### config.mk
export PLATFORM = sky130hd
export DESIGN_NAME = uart_transmitter
export DESIGN_NICKNAME = d
export VERILOG_FILES = /design/src/rtl/uart_transmitter.sv
export SDC_FILE = /design/constraint.sdc
export NUM_CORES = 1
export LEC_CHECK = 0
export ABC_AREA = 1
export BUFFER_PORTS_ARGS = -buffer_cell sky130_fd_sc_hd__buf_4
export CORE_ASPECT_RATIO = 0.6
export CORE_MARGIN = 2
export CORE_UTILIZATION = 60
export DETAILED_ROUTE_END_ITERATION = 16
export PLACE_DENSITY = 0.79
export SLEW_MARGIN = 40
export SYNTH_ARGS = -nofsm -noshare
export SYNTH_HDL_FRONTEND = slang
export SYNTH_SLANG_ARGS = --single-unit
### constraint.sdc
create_clock -name clock -period 2.9 [get_ports clock]
set_input_delay 0.145 -clock clock [delete_from_list [all_inputs] [get_ports clock]]
set_output_delay 0.145 -clock clock [all_outputs]
set_load 0.005 [all_outputs]
### src/rtl/uart_transmitter.sv
// 8N1/8N2 UART transmitter fed by a valid/ready byte stream; idle-high line, all outputs registered.
// Define UART_TRANSMITTER_HOLD_BUFFER_EN to add a one-entry holding register for gapless back-to-back frames.
module uart_transmitter #(
  parameter int BAUD_RATE       = 9600,
  parameter int CLOCK_FREQUENCY = 100000000,
  parameter int STOP_BITS       = 1
) (
  input  logic       clock,
  input  logic       reset,
  input  logic [7:0] data,
  input  logic       valid,
  output logic       ready,
  output logic       uart,
  output logic       busy
);

  localparam int DIVIDER = (CLOCK_FREQUENCY + BAUD_RATE / 2) / BAUD_RATE;
  localparam int CNT_W   = $clog2(DIVIDER + 1);
  localparam logic [CNT_W-1:0] CNT_LAST  = CNT_W'(DIVIDER - 1);
  localparam logic             STOP_LAST = (STOP_BITS == 2);

`ifdef UART_TRANSMITTER_HOLD_BUFFER_EN
  localparam bit HOLD_EN = 1'b1;
`else
  localparam bit HOLD_EN = 1'b0;
`endif

  generate
    if (STOP_BITS != 1 && STOP_BITS != 2) begin : g_bad_stop_bits
      $error("uart_transmitter: STOP_BITS must be 1 or 2");
    end
  endgenerate

  typedef enum logic [1:0] {
    ST_IDLE,
    ST_START,
    ST_DATA,
    ST_STOP
  } state_t;

  state_t           state_reg, state_next;
  logic [CNT_W-1:0] cnt_reg, cnt_next;
  logic [2:0]       bit_idx_reg, bit_idx_next;
  logic             stop_idx_reg, stop_idx_next;
  logic [7:0]       shift_reg, shift_next;
  logic [7:0]       hold_reg, hold_next;
  logic             hold_full_reg, hold_full_next;
  logic             uart_reg, uart_next;
  logic             busy_reg, busy_next;
  logic             ready_reg, ready_next;

  logic accept;
  logic bit_tick;
  logic take_direct;

  assign accept   = valid && ready_reg;
  assign bit_tick = (cnt_reg == CNT_LAST);

  always_ff @(posedge clock or negedge reset) begin
    if (!reset) begin
      state_reg     <= ST_IDLE;
      cnt_reg       <= '0;
      bit_idx_reg   <= '0;
      stop_idx_reg  <= 1'b0;
      shift_reg     <= '0;
      hold_reg      <= '0;
      hold_full_reg <= 1'b0;
      uart_reg      <= 1'b1;
      busy_reg      <= 1'b0;
      ready_reg     <= 1'b0;
    end else begin
      state_reg     <= state_next;
      cnt_reg       <= cnt_next;
      bit_idx_reg   <= bit_idx_next;
      stop_idx_reg  <= stop_idx_next;
      shift_reg     <= shift_next;
      hold_reg      <= hold_next;
      hold_full_reg <= hold_full_next;
      uart_reg      <= uart_next;
      busy_reg      <= busy_next;
      ready_reg     <= ready_next;
    end
  end

  always_comb begin
    state_next     = state_reg;
    cnt_next       = cnt_reg;
    bit_idx_next   = bit_idx_reg;
    stop_idx_next  = stop_idx_reg;
    shift_next     = shift_reg;
    hold_next      = hold_reg;
    hold_full_next = hold_full_reg;
    take_direct    = 1'b0;

    if (state_reg != ST_IDLE) begin
      cnt_next = bit_tick ? '0 : cnt_reg + CNT_W'(1);
    end

    case (state_reg)
      ST_IDLE: begin
        if (accept) begin
          take_direct = 1'b1;
          shift_next  = data;
          cnt_next    = '0;
          state_next  = ST_START;
        end
      end
      ST_START: begin
        if (bit_tick) begin
          bit_idx_next = '0;
          state_next   = ST_DATA;
        end
      end
      ST_DATA: begin
        if (bit_tick) begin
          if (bit_idx_reg == 3'd7) begin
            stop_idx_next = 1'b0;
            state_next    = ST_STOP;
          end else begin
            bit_idx_next = bit_idx_reg + 3'd1;
            shift_next   = {1'b0, shift_reg[7:1]};
          end
        end
      end
      ST_STOP: begin
        if (bit_tick) begin
          if (stop_idx_reg == STOP_LAST) begin
            // End of frame: chain straight into the next start bit if a byte is waiting.
            if (HOLD_EN && hold_full_reg) begin
              shift_next     = hold_reg;
              hold_full_next = 1'b0;
              state_next     = ST_START;
            end else if (HOLD_EN && accept) begin
              take_direct = 1'b1;
              shift_next  = data;
              state_next  = ST_START;
            end else begin
              state_next = ST_IDLE;
            end
          end else begin
            stop_idx_next = 1'b1;
          end
        end
      end
      default: state_next = ST_IDLE;
    endcase

    if (HOLD_EN && accept && !take_direct) begin
      hold_next      = data;
      hold_full_next = 1'b1;
    end
  end

  always_comb begin
    busy_next  = (state_next != ST_IDLE);
    ready_next = HOLD_EN ? !hold_full_next : (state_next == ST_IDLE);
    case (state_next)
      ST_START: uart_next = 1'b0;
      ST_DATA:  uart_next = shift_next[0];
      default:  uart_next = 1'b1;
    endcase
  end

  assign uart  = uart_reg;
  assign busy  = busy_reg;
  assign ready = ready_reg;

endmodule

## Word-level counts from Yosys, hierarchy flattened

Cells that the tools add are included.

| storage, ports and cells | value |
|---|---|
| register bits after elaboration | 31 |
| input port bits | 11 |
| output and inout port bits | 3 |
| word-level logic and storage cells | 60 |

| cells by class | value |
|---|---|
| add/subtract/negate cells | 2 |
| eq/ne operators | 13 |
| multiplexer cells | 25 |
| reductions and logical operators | 11 |

Operators by type and width:

| operator | count |
|---|---|
| 2-to-1 mux 14 bit | 4 |
| 2-to-1 mux 8 bit | 3 |
| case mux 8 bit (2 select lines) | 1 |
| adder 14 x 1 -> 14 bit, second input constant | 1 |
| == test 14 bit, second input constant | 1 |
| 2-to-1 mux 2 bit | 6 |
| inequality test 2 bit, second input constant | 6 |
| AND reduction 4 bit | 3 |
| nonzero test 2 bit | 5 |
| 2-to-1 mux 3 bit | 3 |
| case mux 2 bit (4 select lines) | 1 |
| == test 2 bit, second input constant | 3 |
| case mux 3 bit (2 select lines) | 1 |
| == test 2 x 1 -> 1 bit, second input constant | 2 |
| zero test 2 bit | 2 |
| 2-to-1 mux 1 bit | 4 |
| case mux 1 bit (2 select lines) | 2 |
| adder 3 x 1 -> 3 bit, second input constant | 1 |
| == test 3 bit, second input constant | 1 |
| logical AND 1 bit | 1 |

## Depth between registers and ports, before layout

Gate-level depths: netlist (run 1).

| depth | value |
|---|---|
| depth in word-level cells | 6 |
| mapped depth | 13 |
| mapped depth without buffers | 13 |

## Worst setup path after synthesis (run 1)

No wires, ideal clock.

| path | value |
|---|---|
| path kind | reg2reg |
| start | register cnt_reg[0] |
| end | register shift_reg[2] |
| setup time | 0.124 ns |
| data arrival time | 1.351 ns |
| required time | 2.776 ns |
| path slack | 1.425 ns |
| cell stages (with the launch flop) | 12 |
| buffers on the path | 0 |
| period minus slack after synthesis | 1.475 ns |
| cell sequence | dfrtp_1 inv_1 ha_1 inv_1 nor2_1 nand3_2 nor2_4 nand3_2 inv_2 nor2_4 nand2_1 nand3_1 |

| between the ends | value |
|---|---|
| word-level cells in the longest chain between the ends | 3 |

RTL lines:

| item | line | source |
|---|---|---|
| start, declared | 42 | `logic [CNT_W-1:0] cnt_reg, cnt_next;` |
| start signal, assigned | 73 | `cnt_reg <= cnt_next;` |
| == test 14 bit | 57 | `assign bit_tick = (cnt_reg == CNT_LAST);` |
| inequality test 2 bit (no source line) | -- |  |
| AND reduction 4 bit (no source line) | -- |  |
| end signal, assigned | 76 | `shift_reg <= shift_next;` |
| end, declared | 45 | `logic [7:0] shift_reg, shift_next;` |

No other way between the ends.
A chain may end at the register's enable or synchronous reset.

## Worst setup path in the final report (run 1)

| path | value |
|---|---|
| start | register cnt_reg[0] |
| end | register cnt_reg[0] |

| between the ends | value |
|---|---|
| word-level cells in the longest chain between the ends | 5 |
| elaborated cells on any way between the ends | 6 |
| those cells by class | 1 x add/sub; 1 x eq/ne; 4 x mux |

RTL lines:

| item | line | source |
|---|---|---|
| adder 14 x 1 -> 14 bit or == test 14 bit (tied branches) | 96, 57 |  |
| 2-to-1 mux 14 bit | 96 | `cnt_next = bit_tick ? '0 : cnt_reg + CNT_W'(1);` |
| 2-to-1 mux 14 bit * | 95 | `if (state_reg != ST_IDLE) begin` |
| 2-to-1 mux 14 bit | 101 | `if (accept) begin` |
| 2-to-1 mux 14 bit * | 99 | `case (state_reg)` |
| net cnt_next[0] | 42 |  |

Mark *: on every way through the listed nets, which the timed path passes. The rest lies on a longest branch.

==> qor.yml, run 1 <==
run_status:
  status: "finished, final reports clean"
clocking:
  hold_buffers: 1
  cts_sinks: 30
  clock_latency_ps: 280
  cts_buffers: 5
  cts-root-buf: "clkbuf_8"
  cts_max_level: 2
  cts_tree: "yes"
  post_cts_buffers: 0
  clockBufferDepth: 2
  clkTransAtPathRegs_ps: 60
  cts-resized-gates: 0
placement:
  portBuffers: 13
  place.detailed.hpwl_mm: 2.68
  gp_congestion: 0.877
  dp_cells: 282
  dpl_cell_area_sq_um: 1890
  dp_worst_setup_slack_ps: 1040
synthesis:
  synth-edff-count: 0
  netlist_area_sq_um: 1760
  syn-num-nets: 244
  syn_area_per_cell_sq_um: 7.67
  synth_ff_type: "dfrtp_1"
  ys_types: 27
  synth_commonest_cells: "nand2_1 (70), dfrtp_1 (29), inv_1 (24), nand3_1 (24), nor2_1 (21)"
  yosysWarnings: 0
  synth_area_leaders: "dfrtp_1 (41%), nand2_1 (15%), nand3_1 (6.8%)"
  ys_seq_area_frac: 0.428
  synth_top_area_frac: 0.413
  yosysMostFrequentCell: "nand2_1"
  ys_ff_latch: 30
  yosys.area.top_type: "dfrtp_1"
  async_reset_ff_frac: 1.00
  netlist_instances: 229
die:
  die_x_um: 73.9
  initial_utilization: 0.620
  die_h_um: 45.9
  rows: 15
  io_pins: 14
  core-area_sq_um: 2830
  die_area_sq_um: 3390
sta:
  slew_violations: 0
  slew_headroom: 0.556
  max_freq_ghz: 0.533
  finClkSkew_ps: 1.91
  worst_slack_ps: 1020
  finalHoldViolCount: 0
  rsz0062_at_grt: "false"
  tightestPinTransition_ps: 666
  setup_viol: 0
  fin_crit_ps: 1880
  fin_crit_sh: 0.647
  setup-tns-final_ps: 0
grt:
  overflow: 0
  grt_pass1_wl_mm: 6.22
  antenna_found_initial: 0
  gr-usage-all-layers: 0.250
  grt_pass1_vias: 1313
  grt_max_degree: 31
critical_path:
  start_kind: "flip-flop"
  required_ps: 3030
  cp_max_fo: 11
  endpoint_kind: "flip-flop"
  path_class: "reg -> reg"
  arrival_ps: 2010
power:
  sw_frac_of_total: 0.211
  power.net_switching_mw: 0.165
  p_int_mw: 0.619
  p_per_area_nw_per_um2: 393
  p_comb_frac: 0.024
  seqPwrFrac: 0.534
  power.leakage_nw: 0.937
  p_clk_frac: 0.442
  ir_drop_mv: 0.295
layout:
  areaGrowthSynthToFinish_pct: 13.5
  finalNetCount: 263
  largest_register_ffs: 14
  antenna_cells: 0
  final_cells: 291
  design_area_sq_um: 1990
  final_util: 0.703
  drive_gt1_frac: 0.189
  n_fill_cell: 220
run:
  cap_violations: 0
drt:
  via_per_inst: 5.20
  ant_nets: 0
  drc: 0
  via_count: 1514
  wl_mm: 3.63
  drt_iter0_markers: 155
  drtPass1Iterations: 4
  wire_per_inst_um: 12.5
hold_path:
  hp-class: "in -> reg"
[final timing paths]
check                              from           end  slack [ps]  cells after the start
setup / recovery             cnt_reg[0]    cnt_reg[0]        1020                      9
min in group asynchronous         reset          busy         320                      2
max in group asynchronous         reset          uart        2260                      2
setup reg to reg             cnt_reg[0]    cnt_reg[0]        1020                      9
hold / removal                  data[7]  shift_reg[7]          70                      3
hold reg to reg            shift_reg[3]  shift_reg[3]         490                      2
[cell type report]
class | count | area (sq um) | area share
timing repair buffer | 14 | 108 | 0.0540
tap | 42 | 52.6 | 0.0264
inverter | 30 | 115 | 0.0578
clock buffer | 7 | 86.3 | 0.0433
clock inverter | 1 | 5.00 | 0.00251
sequential | 30 | 752 | 0.377
multi-input combinational | 167 | 875 | 0.439
[worst max-delay path: stages, from the launching register on]
cell and delay, ps:
dfrtp_1 410, inv_1 90, ha_1 170, inv_1 40, nor2_1 100, nand3_2 110
inv_1 100, nand2_1 60, o21ai_2 530, a21oi_1 100
[cell usage in the layout (no fill, tap or decap), drive strengths merged, types with 2 or more instances in the layout]
cell type,Yosys,final
a21oi,5,5
buf,1,13
clkbuf,1,7
dfrtp,29,29
ha,4,4
inv,30,30
nand2,72,72
nand3,27,27
nor2,27,27
nor3,13,13
nor3b,4,4
o21ai,9,9
xor2,2,2
[kinds of logic (layout without fill, tap and decap cells)]
group	after synthesis	in the layout	synth area share
AND/OR/NAND/NOR	145	145	0.406
buffers and inverters	32	52	0.0741
flip-flops	30	30	0.428
AO/OA/AOI/OAI	16	16	0.0534
adder cells (fa/ha/maj)	4	4	0.0285
XOR/XNOR	2	2	0.00997
[per-stage QoR]
| stage | hold WS [ps] | power (mW) |
|---|---|---|
| final | 68.9 | 0.784 |
| after global routing | 84.0 | 0.809 |
| after CTS | 64.4 | 0.789 |
| after detailed placement | 92.0 | 0.445 |
| after global placement | 89.6 | 0.445 |
| after floorplan | -151 | 0.426 |
[routing by layer]
| layer | GRT usage | share of wire | vias to the layer above | wire [um] |
|---|---|---|---|---|
| met5 | 0 | 0 | - | 0 |
| met4 | 0.0691 | 0.0058 | 0 | 21 |
| met3 | 0.0708 | 0.062 | 5 | 226 |
| met2 | 0.314 | 0.40 | 46 | 1460 |
| met1 | 0.404 | 0.53 | 694 | 1930 |
| li1 | - | - | 769 | - |
[power by group through the flow]
| stage | logic [mW] | registers (mW) | clock network [mW] |
|---|---|---|---|
| after floorplan | 0.000000386 | 0.426 | 0 |
| after global placement | 0.0183 | 0.426 | 0 |
| after detailed placement | 0.0184 | 0.426 | 0 |
| after CTS | 0.0195 | 0.419 | 0.351 |
| after global routing | 0.0217 | 0.418 | 0.369 |
| final | 0.0189 | 0.419 | 0.347 |
Note: power is estimated with default switching activity, not from simulation.
==> run 2: changes to the inputs <==
--- a/config.mk
+++ b/config.mk
@@ -5,13 +5,13 @@
 export SDC_FILE = /design/constraint.sdc
 export NUM_CORES = 1
 export LEC_CHECK = 0
-export ABC_AREA = 1
+export ABC_AREA = 0
 export BUFFER_PORTS_ARGS = -buffer_cell sky130_fd_sc_hd__buf_4
 export CORE_ASPECT_RATIO = 0.6
 export CORE_MARGIN = 2
-export CORE_UTILIZATION = 60
+export CORE_UTILIZATION = 58
 export DETAILED_ROUTE_END_ITERATION = 16
-export PLACE_DENSITY = 0.79
+export PLACE_DENSITY = 0.77
 export SLEW_MARGIN = 40
 export SYNTH_ARGS = -nofsm -noshare
 export SYNTH_HDL_FRONTEND = slang
==> constraint.sdc (replaced) <==
create_clock -name clock -period 1.8 [get_ports clock]
set_input_delay 0.09 -clock clock [delete_from_list [all_inputs] [get_ports clock]]
set_output_delay 0.09 -clock clock [all_outputs]
set_load 0.005 [all_outputs]
==> run 2 against run 1 <==
  * The flow now finishes with violations (negative setup slack)
  * Clock skew increased by 1.1 ps
  * Final cell count is 21% lower
  * First-iteration DRC count decreased by 38%
  * Critical path depth decreased by 4
  * Synthesized area is 11% lower
  * Critical path type unchanged
  * Highest routed layer unchanged
==> qor.yml, run 2 <==
run_status:
  status: "complete, but fails checks"
  violations: "negative setup slack"
clocking:
  cts_sinks: 30
  cts_buffers: 5
  clockBufferDepth: 2
  cts_tree: "yes"
  clkTransAtPathRegs_ps: 60
  cts-root-buf: "clkbuf_8"
  clock_latency_ps: 280
  cts_max_level: 2
run:
  cap_violations: 0
synthesis:
  netlist_instances: 149
  syn-num-nets: 164
  synth-adder-area-share: 0.0321
  async_reset_ff_frac: 1.00
  yosysWarnings: 0
  synth_commonest_cells: "dfrtp_1 (29), nor2_1 (19), nand2_1 (14)"
  ys_seq_area_frac: 0.482
  yosys.area.top_type: "dfrtp_1"
  ys_ff_latch: 30
  synth-simple-area-share: 0.196
  ys_types: 36
  synth_top_area_frac: 0.465
  synth_area_leaders: "dfrtp_1 (46%), a22o_1 (6.2%), nor2_1 (4.6%)"
  synth_xor_area_frac: 0.0673
  synth_ff_type: "dfrtp_1"
  synth_top_family_by_area: "simple AND/OR/NAND/NOR gates"
  synth-edff-count: 0
  netlist_area_sq_um: 1560
  synthMuxAreaShare: 0.0136
  synth-compound-area-share: 0.175
  yosysMostFrequentCell: "dfrtp_1"
  syn_area_per_cell_sq_um: 10.5
layout:
  regArea_sq_um: 752
  finalNetCount: 213
  n_fill_cell: 144
  multi_input_area_sq_um: 786
  largest_register_ffs: 14
  areaGrowthSynthToFinish_pct: 33.8
  drive_gt1_frac: 0.362
  layout_commonest_cell: "buf_4"
  design_area_sq_um: 2090
  final_cell_mix: "buf_4 (45), dfrtp_1 (29), nor2_1 (18)"
  antenna_cells: 0
hold_path:
  hp-class: "in -> reg"
  hold_depth: 3
grt:
  grt_pass1_vias: 1378
  grt_pass1_wl_mm: 6.53
  gr-usage-all-layers: 0.285
  antenna_found_initial: 0
  overflow: 0
  grt_max_degree: 31
die:
  core-area_sq_um: 2520
  initial_utilization: 0.619
  rows: 14
  die_x_um: 71.0
  die_h_um: 44.2
  die_area_sq_um: 3140
  io_pins: 14
drt:
  drc: 0
  via_per_inst: 5.70
  wire_per_inst_um: 17.5
  drt_iter0_markers: 96
  via_count: 1316
  wl_mm: 4.05
  drtPass1Iterations: 4
  ant_nets: 0
critical_path:
  crit_path_end: "uart"
  r2r_setup_slack_ps: -180
  endpoint_kind: "flip-flop"
  r2r-start: "cnt_reg[6]"
  path_class: "reg -> reg"
  worst_r2r_endpoint: "uart"
  start_kind: "flip-flop"
  crit_start: "cnt_reg[6]"
  cp_max_fo: 4
  required_ps: 2010
  arrival_ps: 2190
  reg2reg_depth: 5
power:
  power.net_switching_mw: 0.693
  seqPwrFrac: 0.418
  p_comb_frac: 0.305
  power.leakage_nw: 1.02
  p_per_area_nw_per_um2: 1090
  sw_frac_of_total: 0.306
  p_int_mw: 1.58
  ir_drop_mv: 0.932
  p_clk_frac: 0.278
sta:
  fin_crit_sh: 1.10
  rsz0062_at_grt: "true"
  slew_headroom: 0.751
  finalHoldViolCount: 0
  fin_crit_ps: 1980
  max_freq_ghz: 0.504
  slew_violations: 0
  setup_viol: 28
  worst_slack_ps: -185
  tightestPinTransition_ps: 374
  hold_ws_ps: 50.6
  finClkSkew_ps: 3.03
placement:
  dpl_cell_area_sq_um: 1920
  place.detailed.hpwl_mm: 2.84
  gp_congestion: 0.837
  portBuffers: 13
[run 2: how the worst min path moves through the flow]
stage             from  slack (ps)             end
2_1_floorplan    reset        -210  bit_idx_reg[0]
3_3_place_gp     reset          30      cnt_reg[3]
3_5_place_dp     reset          40      cnt_reg[3]
4_1_cts        data[7]          30    shift_reg[7]
5_1_grt        data[7]          60    shift_reg[7]
6_report       data[7]          50    shift_reg[7]
[run 2: final cells by class]
cell class	instances	share of cell area
Multi-Input combinational cell	107	0.376
Sequential cell	30	0.360
Timing Repair Buffer	48	0.181
Clock buffer	8	0.0527
Tap cell	32	0.0192
Inverter	6	0.0108
[run 2: per-layer routing]
metal / wire, um / track usage
met1: 1860 / 0.390
met2: 1800 / 0.441
met3: 271 / 0.0706
met4: 120 / 0.125
met5: 0 / 0
[run 2: what timing repair did]
action	in CTS	in global routing
setup buffers	1	3
cloned	0	0
endpoints found under the hold margin	29	0
pin swaps	1	1
gates resized for setup	6	2
endpoints found under the setup margin	27	29
hold buffers	1	0
[run 2: power groups by stage]
stage / Combinational [mW] / Sequential, mW / Clock, mW
global route: 0.752 / 0.959 / 0.664
CTS: 0.650 / 0.943 / 0.629
global placement: 0.590 / 0.940 / 0
floorplan: 0.361 / 0.915 / 0
finish: 0.691 / 0.948 / 0.630
detailed placement: 0.628 / 0.950 / 0
[run 2: stage by stage]
step	std cells	TNS (ps)	setup slack (ps)	power, mW	util
2_1_floorplan	149	-2350	-153	1.28	-
3_3_place_gp	218	-2060	-136	1.53	0.760
6_report	231	-2910	-185	2.27	0.828
4_1_cts	228	-2860	-173	2.22	0.818
3_5_place_dp	218	-2990	-170	1.58	0.760
5_1_grt	231	-4620	-228	2.38	0.828
[run 2: cells by family after synthesis]
| kind of cell | after synthesis |
|---|---|
| xor gates and xnor gates | 12 |
| buffers and inverters | 12 |
| adders and majority gates | 4 |
| AOI/OAI and AO/OA | 32 |
| and+or+nand+nor | 57 |
| muxes | 2 |
| DFF | 30 |
[run 2: worst max-delay path, stage by stage, from the launching register on]
cell     delay, ps
dfrtp_1        380
or4_4          560
or4_4          480
o32ai_4        190
nand2_1        100
o21ba_2        210
==> run 3: changes to the inputs <==
--- a/config.mk
+++ b/config.mk
@@ -11,7 +11,7 @@
 export CORE_MARGIN = 2
 export CORE_UTILIZATION = 58
 export DETAILED_ROUTE_END_ITERATION = 16
-export PLACE_DENSITY = 0.77
+export PLACE_DENSITY = 0.78
 export SLEW_MARGIN = 40
 export SYNTH_ARGS = -nofsm -noshare
 export SYNTH_HDL_FRONTEND = slang
==> constraint.sdc (replaced) <==
create_clock -name clock -period 1.8 [get_ports clock]
set_input_delay 0.36 -clock clock [delete_from_list [all_inputs] [get_ports clock]]
set_output_delay 0.36 -clock clock [all_outputs]
set_load 0.005 [all_outputs]
==> run 3 against run 2 <==
  * The run still ends with negative setup slack left
  * Setup slack got worse by 120 ps
  * Sequential share of layout area increased by 0.086 points
  * Die area unchanged
  * Total power decreased by 2.4%
  * Critical endpoint unchanged
==> qor.yml, run 3 (synthesis results as in run 2) <==
hold_path:
  hp-start: "data[7]"
  hp-class: "in -> reg"
  hold_end: "shift_reg[7]"
  hold_depth: 3
clocking:
  cts_buffers: 5
  cts_tree: "yes"
  clock_latency_ps: 290
  cts_max_level: 2
  clockBufferDepth: 2
  cts_sinks: 30
  clkTransAtPathRegs_ps: 70
  cts-root-buf: "clkbuf_8"
placement:
  dp_worst_setup_slack_ps: -189
  gp_congestion: 0.861
  dp_cells: 218
  portBuffers: 13
  place.detailed.hpwl_mm: 2.70
sta:
  fin_crit_sh: 1.17
  tightestPinTransition_ps: 397
  max_freq_ghz: 0.476
  finClkSkew_ps: 12.5
  fin_crit_ps: 2100
  slew_headroom: 0.734
  finalHoldViolCount: 0
  rsz0062_at_grt: "true"
  worst_slack_ps: -302
  setup_viol: 30
  slew_violations: 0
grt:
  grt_max_degree: 31
  grt_pass1_wl_mm: 6.34
  grt_pass1_vias: 1345
  overflow: 0
  gr-usage-all-layers: 0.275
  antenna_found_initial: 0
critical_path:
  crit_chain: "or4_4, nor4_2, xor2_1, nand2_1, o21ba_2"
  start_kind: "flip-flop"
  r2r-start: "cnt_reg[3]"
  worst_r2r_endpoint: "uart"
  cpPeakStageDelay_ps: 550
  arrival_ps: 2310
  slowest_stage: "or4_4"
  r2r_setup_slack_ps: -300
  cp_max_fo: 4
  required_ps: 2010
  path_class: "reg -> reg"
  reg2reg_depth: 5
  endpoint_kind: "flip-flop"
layout:
  final_cell_mix: "buf_4 (41), dfrtp_1 (29), nor2_1 (17)"
  layout_commonest_cell: "buf_4"
  final_cells: 229
  n_fill_cell: 144
  finalNetCount: 211
  antenna_cells: 0
  final_util: 0.826
  drive_gt1_frac: 0.355
  areaGrowthSynthToFinish_pct: 33.5
  largest_register_ffs: 14
drt:
  drc: 0
  ant_nets: 0
  via_count: 1346
  via_per_inst: 5.88
  wl_mm: 4.16
  wire_per_inst_um: 18.2
  drtPass1Iterations: 6
  drt_iter0_markers: 88
run_status:
  violations: "negative setup slack"
  status: "complete, but fails checks"
die:
  rows: 14
  core-area_sq_um: 2520
  die_area_sq_um: 3140
  die_h_um: 44.2
  initial_utilization: 0.619
  die_x_um: 71.0
  io_pins: 14
power:
  power.leakage_nw: 0.997
  p_comb_frac: 0.328
  p_int_mw: 1.48
  finalPower_mw: 2.21
  p_per_area_nw_per_um2: 1060
  sw_frac_of_total: 0.333
  seqPwrFrac: 0.439
  p_clk_frac: 0.233
  power.net_switching_mw: 0.738
  ir_drop_mv: 0.802
run:
  cap_violations: 0
## run 3: changes by cell type in the layout (fill, tap and decap cells not counted), sizes merged
cell | previous run | this run
buf | 47 | 45
## run 3: critical path: cells and delay by family (launching register included)
family	cells	cell delay (ps)
AOI/OAI and AO/OA	1	210
DFF	1	410
and+or+nand+nor	3	1010
xor gates and xnor gates	1	390
## run 3: per-stage QoR
stage	TNS (ps)	area, sq um	hold WS, ps
floorplan	-2350	1580	64.4
global placement	-1680	1920	299
detailed placement	-2930	1920	301
CTS	-2890	2010	277
global route	-4970	2080	286
finish	-4180	2080	281
## run 3: power by group through the flow
stage,sequential [mW],combinational (mW),clock [mW]
detailed placement,0.958,0.617,0
global placement,0.946,0.570,0
floorplan,0.915,0.361,0
CTS,0.949,0.629,0.521
finish,0.972,0.726,0.517
global route,0.986,0.782,0.550
## run 3: what timing repair did
item	CTS	global route
pin swaps	1	5
hold buffers	1	0
endpoints found under the hold margin	8	0
endpoints found under the setup margin	28	30
setup buffers	0	2
resized for setup	2	11
cloned	0	0
## run 3: metal layers
layer,GRT usage,share of wire,vias up
met5,0,0,-
li1,-,-,619
met4,0.125,0.036,0
met3,0.105,0.067,20
met2,0.413,0.45,54
met1,0.362,0.45,653
## run 3: cell type report
cell class | instances | area, sq um | share of cell area
Clock buffer | 8 | 80.1 | 0.0384
Inverter | 6 | 22.5 | 0.0108
Multi-Input combinational cell | 107 | 818 | 0.393
Sequential cell | 30 | 752 | 0.361
Tap cell | 32 | 40.0 | 0.0192
Timing Repair Buffer | 46 | 372 | 0.178
## run 3: how the worst max path moves through the flow
stage,start,to,slack (ps),cells past startpoint
after floorplan,cnt_reg[6],bit_idx_reg[0],-150,4
after global placement,cnt_reg[3],bit_idx_reg[0],-90,4
after detailed placement,cnt_reg[3],uart,-190,5
after CTS,cnt_reg[3],uart,-190,5
after global routing,cnt_reg[3],uart,-290,5
final,cnt_reg[3],uart,-300,5
